--- config.mk ---
export PLATFORM = sky130hd
export DESIGN_NAME = matgen_instr_seq
export DESIGN_NICKNAME = d
export VERILOG_FILES = /design/src/rtl/matgen_pkg.sv /design/src/rtl/matgen_encoder.sv /design/src/rtl/matgen_instr_seq.sv
export SDC_FILE = /design/constraint.sdc
export NUM_CORES = 1
export LEC_CHECK = 0
export CAP_MARGIN = 0
export CORE_MARGIN = 1.5
export CORE_UTILIZATION = 40
export DETAILED_ROUTE_END_ITERATION = 8
export GPL_TIMING_DRIVEN = 0
export PLACE_DENSITY = 0.72
export REMOVE_ABC_BUFFERS = 1
export SETUP_SLACK_MARGIN = 0.1
export SYNTH_ARGS = -nofsm -noshare
export SYNTH_HDL_FRONTEND = slang
export SYNTH_HIERARCHICAL = 1
export SYNTH_SLANG_ARGS = --single-unit
--- constraint.sdc ---
create_clock -name clk -period 6.3 [get_ports clk]
set_clock_uncertainty 0.15 [all_clocks]
set_input_delay 0.63 -clock clk [delete_from_list [all_inputs] [get_ports clk]]
set_output_delay 0.63 -clock clk [all_outputs]
set_load 0.01 [all_outputs]
--- src/rtl/matgen_pkg.sv ---
// Shared definitions for the matrix-multiply instruction sequencer:
// MIPS opcodes, function codes, register numbers, FSM state type and
// small word-packing helpers.
// Optional feature macro: MATGEN_NOP_EN adds a NOP state after LDB.
package matgen_pkg;

  localparam logic [5:0] OP_ADDI    = 6'h08;
  localparam logic [5:0] OP_LW      = 6'h23;
  localparam logic [5:0] OP_SW      = 6'h2B;
  localparam logic [5:0] OP_SPECIAL = 6'h00;

  localparam logic [5:0] FN_MUL = 6'h18;
  localparam logic [5:0] FN_ADD = 6'h20;

  // $16 holds A element, $17 B element, $18 product, $19 accumulator,
  // $23 is the (zero) base register for absolute addressing.
  localparam logic [4:0] R_A    = 5'd16;
  localparam logic [4:0] R_B    = 5'd17;
  localparam logic [4:0] R_P    = 5'd18;
  localparam logic [4:0] R_ACC  = 5'd19;
  localparam logic [4:0] R_BASE = 5'd23;

  typedef enum logic [3:0] {
    IDLE,
    CLR,
    LDA,
    LDB,
`ifdef MATGEN_NOP_EN
    NOP,
`endif
    MUL,
    ADD,
    STORE,
    FIN
  } state_t;

  // I-type word: opcode | rs | rt | imm16
  function automatic logic [31:0] enc_i(input logic [5:0] op, input logic [4:0] rs,
                                        input logic [4:0] rt, input logic [15:0] imm);
    return {op, rs, rt, imm};
  endfunction

  // R-type word under SPECIAL opcode with zero shift amount
  function automatic logic [31:0] enc_r(input logic [4:0] rs, input logic [4:0] rt,
                                        input logic [4:0] rd, input logic [5:0] funct);
    return {OP_SPECIAL, rs, rt, rd, 5'd0, funct};
  endfunction

endpackage

--- src/rtl/matgen_encoder.sv ---
// Combinational instruction formatter: turns the sequencer state and the
// current operand address into one MIPS instruction word. States that do
// not emit a word (IDLE, FIN, and the optional NOP bubble) produce zero.
module matgen_encoder
  import matgen_pkg::*;
(
  input  state_t      state,
  input  logic [15:0] addr,
  output logic [31:0] instr
);

  // Select the word layout for the current state
  always_comb begin
    instr = '0;
    case (state)
      CLR:     instr = enc_i(OP_ADDI, R_BASE, R_ACC, 16'd0);
      LDA:     instr = enc_i(OP_LW, R_BASE, R_A, addr);
      LDB:     instr = enc_i(OP_LW, R_BASE, R_B, addr);
      MUL:     instr = enc_r(R_A, R_B, R_P, FN_MUL);
      ADD:     instr = enc_r(R_P, R_ACC, R_ACC, FN_ADD);
      STORE:   instr = enc_i(OP_SW, R_BASE, R_ACC, addr);
      default: instr = '0;
    endcase
  end

endmodule

--- src/rtl/matgen_instr_seq.sv ---
// Instruction sequencer that streams a complete C = A*B program for
// N x N word matrices to a MIPS-style ALU core over a valid/ready link.
// Per element (i,j), row-major: CLR, then for each k LDA/LDB/MUL/ADD,
// then STORE. Outputs are decoded from the state register so an
// asynchronous reset clears them immediately.
// Optional feature macro: MATGEN_NOP_EN inserts a load-use NOP after LDB.
module matgen_instr_seq
  import matgen_pkg::*;
#(
  parameter int N      = 3,   // 1..15
  parameter int A_BASE = 0,
  parameter int B_BASE = 9,
  parameter int C_BASE = 18   // C_BASE + N*N - 1 must fit in 16 bits
) (
  input  logic        clk,
  input  logic        rst,
  input  logic        start,
  output logic [31:0] instr,
  output logic        instr_valid,
  input  logic        instr_ready,
  output logic        busy,
  output logic        done
);

  localparam logic [3:0] LAST = 4'(N - 1);

  state_t      state, state_n;
  logic [3:0]  i, j, k;
  logic [3:0]  i_n, j_n, k_n;
  logic [15:0] addr;
  logic        xfer;

  assign instr_valid = (state != IDLE) && (state != FIN);
  assign busy        = (state != IDLE);
  assign done        = (state == FIN);
  assign xfer        = instr_valid && instr_ready;

  // Operand address for the word currently presented (row-major layout)
  always_comb begin
    addr = 16'd0;
    case (state)
      LDA:     addr = 16'(A_BASE) + 16'(i) * 16'(N) + 16'(k);
      LDB:     addr = 16'(B_BASE) + 16'(k) * 16'(N) + 16'(j);
      STORE:   addr = 16'(C_BASE) + 16'(i) * 16'(N) + 16'(j);
      default: addr = 16'd0;
    endcase
  end

  matgen_encoder u_enc (
    .state (state),
    .addr  (addr),
    .instr (instr)
  );

  // State and loop-index registers; reset aborts any program in flight
  always_ff @(posedge clk or posedge rst) begin
    if (rst) begin
      state <= IDLE;
      i     <= '0;
      j     <= '0;
      k     <= '0;
    end else begin
      state <= state_n;
      i     <= i_n;
      j     <= j_n;
      k     <= k_n;
    end
  end

  // Next-state and index update; word states advance only on a transfer
  always_comb begin
    state_n = state;
    i_n     = i;
    j_n     = j;
    k_n     = k;
    case (state)
      IDLE: begin
        if (start) begin
          state_n = CLR;
          i_n     = '0;
          j_n     = '0;
          k_n     = '0;
        end
      end
      CLR:  if (xfer) state_n = LDA;
      LDA:  if (xfer) state_n = LDB;
`ifdef MATGEN_NOP_EN
      LDB:  if (xfer) state_n = NOP;
      NOP:  if (xfer) state_n = MUL;
`else
      LDB:  if (xfer) state_n = MUL;
`endif
      MUL:  if (xfer) state_n = ADD;
      ADD: begin
        if (xfer) begin
          if (k == LAST) begin
            state_n = STORE;
          end else begin
            k_n     = k + 4'd1;
            state_n = LDA;
          end
        end
      end
      STORE: begin
        if (xfer) begin
          k_n = '0;
          if (j != LAST) begin
            j_n     = j + 4'd1;
            state_n = CLR;
          end else if (i != LAST) begin
            i_n     = i + 4'd1;
            j_n     = '0;
            state_n = CLR;
          end else begin
            state_n = FIN;
          end
        end
      end
      FIN:     state_n = IDLE;
      default: state_n = IDLE;
    endcase
  end

endmodule

==> summary.txt, run 1 <==
Critical path
  • Crit path DAT: approximately 3.9 ns
  • R2R Path Start: state[1]
  • CP startpoint kind: flop
  • Critical Path Start: i[0]
  • Req. time, crit path: ~5.5 ns
  • Critical path class: reg2out
  • Worst setup EP type: output port
  • CP max FO: 8

Detailed routing
  • Final wirelength: roughly 4700 µm
  • Metal3 WL: about 94 µm
  • Post-DR wirelength/cell: 12.6 µm
  • DRT iter0 DRCs: 80
  • Via count: 1,898
  • DR pass1 iterations: 4
  • WL met2: around 2300 µm
  • DRC viols: 0
  • M1 WL: 2350 µm
  • Number of routed nets with antenna violations: 0
  • Routed vias/inst: 5.05
  • Uppermost layer routed: met4

Pwr
  • Final Total Pwr: 734 µW
  • Leakage power: between 1 and 1.5 nW
  • Worst VDD drop: between 0.2 and 0.25 mV
  • Pwr Density: around 280 nW/µm²

CTS
  • Num CTS Buffers: 3
  • TritonCTS clock tree: built
  • Hold_buf cts: 0
  • CTS HTree Levels: 1
  • Number of gates resized after CTS: 0
  • Post-CTS Repair Setup Buffers: 0
  • CTS clk-pin slew, worst paths: about 0.060 ns
  • Clock Latency Late Sink: between 0.2 and 0.3 ns
  • Longest Clk Path Bufs: 2
  • CTS Sinks: 15
  • CTS Root Cell: clkbuf_8

Synth
  • Cell Area, Synth: roughly 2300 µm²
  • Synth area leader: ha_1
  • Top-count cell post-synth: ha_1
  • Synth top cells by count: 34 x ha_1, 28 x inv_1, 19 x a21oi_1
  • Yosys warning total: 6
  • Post-Syn Instances: between 200 and 300
  • Synth Flop Type: dfrtp_1
  • Seq/Total Area, Yosys: between 10% and 20%
  • Post-synth ARST share: 100%
  • Syn avg cell area: 8.16 µm²
  • Seq cells post-synth: 15
  • Post-synth top area share: 18.4%
  • Distinct cells, synth: 55
  • Top post-synthesis cells by area: ha_1 18%, dfrtp_1 16%, fa_1 6.1%, inv_1 4.6%, a21oi_1 4.1%
  • Post-synth EDFFs: 0

STA
  • Final period util: 74.1%
  • Final count of negative-setup-slack endpoints: 0
  • Fmax: ~210 MHz
  • Max Slew Vio Count: 0
  • Least-Margin Pin Slew: between 1 and 1.5 ns
  • Normalized max-slew margin: between 20 and 30%
  • Setup TNS Final: 0 ns
  • RSZ-0062 raised after global routing: false
  • Hold Fails Final Rpt: 0
  • Hold slack: between 0.3 and 0.4 ns
  • Minimum clock period: 4.67 ns

Floorplanning
  • I/O Pins: 39
  • Total core area: around 5500 µm²
  • Die outline area: 6240 µm²
  • Chip width: just under 80 µm
  • Starting Density: 41.7%
  • Die H: ~79 µm
  • FP Rows: 27

Run status
  • Status: finished, final reports clean

Global routing
  • Number of global-route vias before repair: between 1,500 and 2,000
  • GRT Total Usage: 15.8%
  • Largest net degree at the start of global routing: slightly above 40
  • Total gr overflow: 0
  • Initial antenna violation count: 0
  • First-pass GRT wire length: 8020 µm

Final layout
  • Area grow syn2layout: 12.6%
  • # diodes: 0
  • Register Area: roughly 380 µm²
  • # fillers: 560
  • Final nets: 350
  • Finished Layout Cells: approximately 380
  • Layout cell share with drive strength beyond 1: around 6.3%
  • Multi-input gate area: 1710 µm²

Place
  • Post-DP HPWL: between 3000 and 4000 µm
  • RD Place Congestion: around 0.84
  • Dpl cells: 372
  • Port Buffer Count: 27

Flow run
  • Max-cap violations: 0

Hold path
  • Worst Min Path Start: i[2]
  • HP Class: reg2reg
==> registers in the layout, indices dropped and copies added, names as in the netlist <==
signal / flops
state: 3
i: 4
k: 4
j: 4
==> worst max-delay path: stages, from the launching register on <==
cell and delay (ns):
dfrtp_1 0.51, ha_1 0.24, inv_1 0.08, fa_1 0.48, inv_1 0.06, ha_1 0.32
fa_1 0.46, a21o_1 0.17, a21oi_1 0.17, xor2_1 0.16, nor2_1 0.06, a221o_1 0.28
nand3_1 0.09, a21oi_1 0.08, clkdlybuf4s50_1 0.48
==> path summary, 6_finish.rpt <==
| check | to | slack [ns] | cells after the start |
|---|---|---|---|
| min in group asynchronous | state[2] | 0.59 | 2 |
| setup / recovery | instr[5] | 1.63 | 14 |
| hold reg to reg | i[2] | 0.39 | 1 |
| hold / removal | i[2] | 0.39 | 1 |
| max in group asynchronous | i[2] | 5.03 | 2 |
| setup reg to reg | j[3] | 3.58 | 4 |
==> report_power, final <==
| group | total, mW | internal (mW) | switching, mW | leakage [nW] |
|---|---|---|---|---|
| Combinational | 0.431 | 0.221 | 0.210 | 1.02 |
| Sequential | 0.223 | 0.113 | 0.110 | 0.204 |
| Clock | 0.0798 | 0.0439 | 0.0359 | 0.0255 |
| Total | 0.734 | 0.378 | 0.356 | 1.25 |
==> placed cells by master, fill, tap and decap left out, types with 11 or more instances in the layout <==
| cell | count |
|---|---|
| ha_1 | 34 |
| inv_1 | 28 |
| clkdlybuf4s50_1 | 27 |
| a21oi_1 | 19 |
| nand2_1 | 17 |
| dfrtp_1 | 15 |
| conb_1 | 15 |
| nor2_1 | 13 |
| o21ai_1 | 12 |
| nand3_1 | 11 |
==> area by class of cell <==
type	instances	share of cell area (%)
Clock buffer	3	1.59
Timing Repair Buffer	27	10.4
Clock inverter	1	0.193
Sequential cell	15	14.4
Tap cell	72	3.47
Multi-Input combinational cell	230	65.9
Inverter	28	4.04
==> routing by layer <==
metal / vias up / track usage (%)
met2: 33 / 27.5
li1: 994 / -
met5: - / 0
met3: 4 / 1.03
met1: 867 / 21.6
met4: 0 / 2.81
==> cells by family (layout without fill, tap and decap cells) <==
family,count (synthesis),count (layout),share of synthesized area (%)
and+or+nand+nor,86,86,21.6
AOI/OAI and AO/OA,76,76,21.0
buffers and inverters,51,59,11.7
adders and majority gates,41,41,24.5
DFF,15,15,16.3
xor gates and xnor gates,11,11,4.17
other,2,15,0.325
muxes,1,1,0.434
==> stage by stage <==
stage,area [µm²],setup slack [ns],util [%]
finish,2600,1.63,46.9
global route,2600,1.43,46.9
CTS,2600,1.62,46.9
detailed placement,2550,1.90,46.1
global placement,2550,1.91,46.1
floorplan,2190,2.61,-
Note: power is estimated with default switching activity, not from simulation.
==> run 2, diff against run 1 <==
clock period = 4.3 ns   (was 6.3 ns; I/O delays follow)
==> summary.txt, run 2 (synthesis gave the netlist of run 1 again) <==
Run status
  • Status: finished, final reports clean

Critical path
  • Req. time, crit path: 3.72 ns (-1.80 ns)
  • Critical Path Start: i[0]
  • Worst path slowest cell: dfrtp_2
  • CP max FO: 3 (-5)
  • FF-to-FF path depth: 4 (unchanged)
  • FF-to-FF End: j[3]
  • Crit path DAT: 3.45 ns (-0.44 ns)
  • CP peak stage delay: 0.41 ns (-0.10 ns)
  • CP startpoint kind: flop
  • Critical path class: reg2out
  • Register-to-register setup slack: 1.55 ns (-2.03 ns)
  • Worst setup EP type: output port
  • CP cell instances: ha_1, inv_1, fa_1, inv_1, ha_1, fa_2, a21o_1, a21oi_1, xor2_1, nor2_1, a221o_1, nand3_1, a21oi_1, dlygate4sd2_1
  • Critical Path End: instr[5]
  • R2R Path Start: state[1]

Floorplanning
  • Die outline area: 6240 µm² (unchanged)
  • FP Rows: 27 (unchanged)
  • Starting Density: 41.7% (unchanged)
  • Chip width: 79.0 µm (unchanged)
  • Die H: 79.0 µm (unchanged)
  • I/O Pins: 39 (unchanged)
  • Total core area: 5540 µm² (unchanged)

CTS
  • CTS clk-pin slew, worst paths: 0.06 ns (about the same)
  • TritonCTS clock tree: built
  • Longest Clk Path Bufs: 2 (unchanged)
  • CTS Sinks: 15 (unchanged)
  • CTS HTree Levels: 1 (unchanged)
  • Clock Latency Late Sink: 0.25 ns (about the same)
  • Hold_buf cts: 0 (unchanged)
  • CTS Root Cell: clkbuf_8
  • Num CTS Buffers: 3 (unchanged)

STA
  • RSZ-0062 raised after global routing: false
  • Normalized max-slew margin: 26.6% (-1.6 points)
  • Fmax: about 250 MHz
  • Hold Fails Final Rpt: 0 (unchanged)
  • Max Slew Vio Count: 0 (unchanged)
  • Final period util: between 90% and 100%
  • Final count of negative-setup-slack endpoints: 0 (unchanged)
  • Minimum clock period: about 4.0 ns
  • Setup TNS Final: 0 ns (unchanged)
  • Least-Margin Pin Slew: 1.10 ns (+0.0237 ns)

Pwr
  • Worst VDD drop: 0.335 mV (+48%)
  • Leakage power: 1.29 nW (+3.3%)
  • Pwr Density: 414 nW/µm² (+47%)

Detailed routing
  • Final wirelength: 4820 µm (+1.9%)
  • Post-DR wirelength/cell: 12.7 µm (+1.1%)
  • DRC viols: 0 (unchanged)
  • Via count: 1,916 (+0.95%)
  • DRT iter0 DRCs: 85 (+6.3%)
  • Number of routed nets with antenna violations: 0 (unchanged)
  • DR pass1 iterations: 4 (unchanged)
  • Routed vias/inst: 5.06 (+0.15%)

Final layout
  • Most frequent cells in the layout: 34 x ha_1, 28 x inv_1, 25 x clkdlybuf4s50_1
  • Final nets: 353 (+0.86%)
  • # diodes: 0 (unchanged)
  • Design area: 2630 µm² (+1.3%)
  • Area grow syn2layout: 14.1%
  • Commonest non-fill, non-tap cell in the layout: ha_1
  • Largest registers: i: 4 flops, j: 4 flops, k: 4 flops
  • Layout cell share with drive strength beyond 1: 8.14% (+1.9 points)

Global routing
  • GRT busiest layer: met2
  • First-pass GRT wire length: 8170 µm (+1.9%)
  • M2 GR Usage: 28.2% (+0.68 points)
  • Met1 Use GR: 21.9% (+0.28 points)
  • GRT Total Usage: 16.1% (+0.29 points)
  • Number of global-route vias before repair: 1,732 (+1.5%)
  • Largest net degree at the start of global routing: 41 (unchanged)
  • Met3 Use GR: 1.03% (unchanged)
  • Total gr overflow: 0 (unchanged)
  • Initial antenna violation count: 0 (unchanged)

Place
  • Port Buffer Count: 27 (unchanged)
  • Post-DP Area: 2550 µm² (unchanged)
  • RD Place Congestion: 0.840 (unchanged)
  • Post-DP HPWL: 3750 µm (unchanged)

Hold path
  • HP Class: in2async

Flow run
  • Max-cap violations: 0 (unchanged)
==> run 2: final cells by class <==
type | instances | area (µm²)
clock buffer | 3 | 41.3
clock inverter | 1 | 5.00
fill | 559 | 2910
inverter | 28 | 105
multi-input combinational | 230 | 1720
sequential | 15 | 377
tap | 72 | 90.1
timing repair buffer | 30 | 294
==> run 2: timing repair <==
item | in CTS | in global routing
setup buffers | 3 | 0
setup endpoints to repair | 2 | 2
gates resized for setup | 2 | 3
gates cloned | 0 | 0
==> run 2: worst min-delay path by stage <==
stage / endpoint / cells past startpoint / slack [ns]
2_1_floorplan: i[0] / 1 / 0.18
3_3_place_gp: i[2] / 1 / 0.38
3_5_place_dp: i[2] / 1 / 0.38
4_1_cts: i[2] / 1 / 0.39
5_1_grt: i[2] / 1 / 0.43
6_report: state[2] / 2 / 0.39
==> run 2: report_power, final <==
group          internal (mW)  switching, mW  leakage [nW]  total [mW]
clock network         0.0643         0.0528        0.0255       0.117
registers              0.167          0.155         0.202       0.322
logic                  0.333          0.320          1.06       0.652
==> run 2: metrics by stage <==
| step | util (%) | hold WS, ns | worst slack, ns | instances | total power [mW] |
|---|---|---|---|---|---|
| 2_1_floorplan | - | 0.181 | 0.808 | 273 | 0.691 |
| 3_3_place_gp | 46.1 | 0.380 | 0.110 | 372 | 0.949 |
| 3_5_place_dp | 46.1 | 0.377 | 0.0965 | 372 | 0.962 |
| 4_1_cts | 47.3 | 0.387 | 0.192 | 379 | 1.09 |
| 5_1_grt | 47.5 | 0.426 | 0.0955 | 379 | 1.20 |
| 6_report | 47.5 | 0.386 | 0.269 | 379 | 1.09 |
==> run 2: critical path, delay by kind of cell (launching register included) <==
family	cells	cell delay, ns
AOI/OAI and AO/OA	4	0.70
DFF	1	0.41
buffers and inverters	3	0.48
adders and majority gates	4	1.31
xor gates and xnor gates	1	0.16
and+or+nand+nor	2	0.15
==> run 2: routing by layer <==
| metal | share of wire, % | vias up |
|---|---|---|
| met3 | 2.5 | 5 |
| met4 | 0.77 | 0 |
| met5 | 0 | - |
| met1 | 49 | 871 |
| li1 | - | 1003 |
| met2 | 48 | 37 |
==> run 3, diff against run 2 <==
CORE_ASPECT_RATIO = 1.75   (was default)
CTS_CLUSTER_DIAMETER = 150   (was default)
==> summary.txt, run 3 (synthesis gave the netlist of run 1 again) <==
Place
  • Post-DP HPWL: 4050 µm (+8.1%)
  • Port Buffer Count: 27 (unchanged)
  • Pre-CTS setup slack: 0.114 ns (+0.0179 ns)
  • RD Place Congestion: 0.864 (+2.9%)

Detailed routing
  • DRC viols: 0 (unchanged)
  • Number of routed nets with antenna violations: 0 (unchanged)
  • Via count: 1,975 (+3.1%)
  • DR pass1 iterations: 4 (unchanged)
  • Routed vias/inst: 5.14 (+1.7%)
  • Final wirelength: 5300 µm (+9.9%)
  • Post-DR wirelength/cell: 13.8 µm (+8.5%)
  • DRT iter0 DRCs: 91 (+7.1%)

CTS
  • Longest Clk Path Bufs: 2 (unchanged)
  • CTS HTree Levels: 1 (unchanged)
  • TritonCTS clock tree: built
  • Num CTS Buffers: 3 (unchanged)
  • Hold_buf cts: 0 (unchanged)
  • CTS Root Cell: clkbuf_8
  • Clock Latency Late Sink: 0.25 ns (about the same)
  • CTS Sinks: 15 (unchanged)
  • CTS clk-pin slew, worst paths: 0.07 ns (about the same)

STA
  • Setup TNS Final: 0 ns (unchanged)
  • Minimum clock period: 3.99 ns (-0.0369 ns)
  • Fmax: 250 MHz (+0.92%)
  • Final count of negative-setup-slack endpoints: 0 (unchanged)
  • Final WS setup: 0.306 ns (+0.0369 ns)
  • Max Slew Vio Count: 0 (unchanged)
  • Least-Margin Pin Slew: 1.05 ns (-0.0486 ns)
  • RSZ-0062 raised after global routing: false
  • Final period util: 92.9% (-0.86 points)
  • Hold Fails Final Rpt: 0 (unchanged)
  • Normalized max-slew margin: 29.8% (+3.2 points)

Final layout
  • # fillers: 571 (+2.1%)
  • Largest registers: i: 4 flops, j: 4 flops, k: 4 flops
  • Register Area: 377 µm² (unchanged)
  • Final nets: 354 (+0.28%)
  • Commonest non-fill, non-tap cell in the layout: ha_1
  • Layout cell share with drive strength beyond 1: 9.74% (+1.6 points)
  • Area grow syn2layout: 15.6%
  • # diodes: 0 (unchanged)
  • Most frequent cells in the layout: 33 x ha_1, 28 x inv_1, 25 x clkdlybuf4s50_1
  • Multi-input gate area: 1740 µm² (+1.3%)

Global routing
  • Total gr overflow: 0 (unchanged)
  • GRT Total Usage: 18.2% (+2.1 points)
  • First-pass GRT wire length: 8770 µm (+7.3%)
  • Number of global-route vias before repair: 1,998 (+15%)
  • Largest net degree at the start of global routing: 41 (unchanged)
  • Initial antenna violation count: 0 (unchanged)

Critical path
  • Critical path class: reg2out
  • Crit path DAT: 3.41 ns (-0.04 ns)
  • Req. time, crit path: 3.72 ns (about the same)
  • CP max FO: 3 (unchanged)
  • CP startpoint kind: flop
  • Worst setup EP type: output port

Run status
  • Status: finished, final reports clean

Floorplanning
  • Starting Density: 41.3% (-0.34 points)
  • Die H: 103 µm (+31%)
  • Die outline area: 6250 µm² (+0.28%)
  • Total core area: 5590 µm² (+0.81%)
  • FP Rows: 36 (+33%)
  • Chip width: 60.4 µm (-23%)
  • I/O Pins: 39 (unchanged)

Pwr
  • Pwr Density: 414 nW/µm² (about the same)
  • Worst VDD drop: 0.162 mV (-52%)
  • Leakage power: 1.29 nW (+0.28%)

Hold path
  • HP Class: in2async

Flow run
  • Max-cap violations: 0 (unchanged)
run 3: cell types whose count changed in the layout (fill, tap and decap cells not counted):
| cell | change |
|---|---|
| ha_4 | +1 |
| fa_1 | -1 |
| fa_2 | +1 |
| ha_1 | -1 |
| a21oi_2 | +2 |
| a21oi_1 | -2 |
| buf_4 | +1 |
run 3: power breakdown:
part / internal (mW) / switching, mW
clock network: 0.0643 / 0.0564
registers: 0.167 / 0.156
logic: 0.337 / 0.326
total: 0.567 / 0.539
run 3: cell type report:
cell class                      count  area share [%]
Sequential cell                    15            14.1
Inverter                           28            3.94
Timing Repair Buffer               31            11.3
Clock inverter                      1           0.188
Tap cell                           76            3.56
Clock buffer                        3            1.55
Multi-Input combinational cell    230            65.4
run 3: path summary, 6_finish.rpt:
kind / cells after the start / from / slack (ns) / end
min reg2reg: 1 / i[2] / 0.41 / i[2]
min: 2 / rst / 0.39 / state[1]
max reg2reg: 4 / state[1] / 1.60 / j[3]
max: 14 / i[0] / 0.31 / instr[5]
min in group clk: 1 / i[2] / 0.41 / i[2]
max in group asynchronous: 2 / rst / 3.18 / i[0]
run 3: metrics by stage:
stage / area (µm²) / util (%) / instances / hold slack (ns) / power, mW
floorplan: 2190 / - / 273 / 0.181 / 0.691
global placement: 2560 / 45.8 / 376 / 0.394 / 0.949
detailed placement: 2560 / 45.8 / 376 / 0.414 / 0.970
CTS: 2630 / 47.2 / 384 / 0.419 / 1.11
global route: 2670 / 47.8 / 384 / 0.452 / 1.22
finish: 2670 / 47.8 / 384 / 0.394 / 1.11
run 3: per-layer routing:
metal	global-route usage [%]	routed length [µm]
met5	0	0
met3	1.62	82
met2	34.9	3000
met4	8.70	177
met1	19.0	2050
run 3: critical path, cell delays in order, from the launching register on:
cell           delay [ns]
dfrtp_2              0.43
ha_1                 0.24
inv_1                0.10
fa_2                 0.43
inv_1                0.12
ha_4                 0.23
fa_2                 0.39
a21o_1               0.16
a21oi_1              0.16
xor2_1               0.15
nor2_1               0.05
a221o_1              0.27
nand3_1              0.08
a21oi_1              0.07
dlygate4sd2_1        0.28
run 3: what timing repair did:
item,CTS,global route
pin swaps,0,1
resized for setup,2,7
setup endpoints to repair,2,2
cloned,0,0
setup buffers,4,0
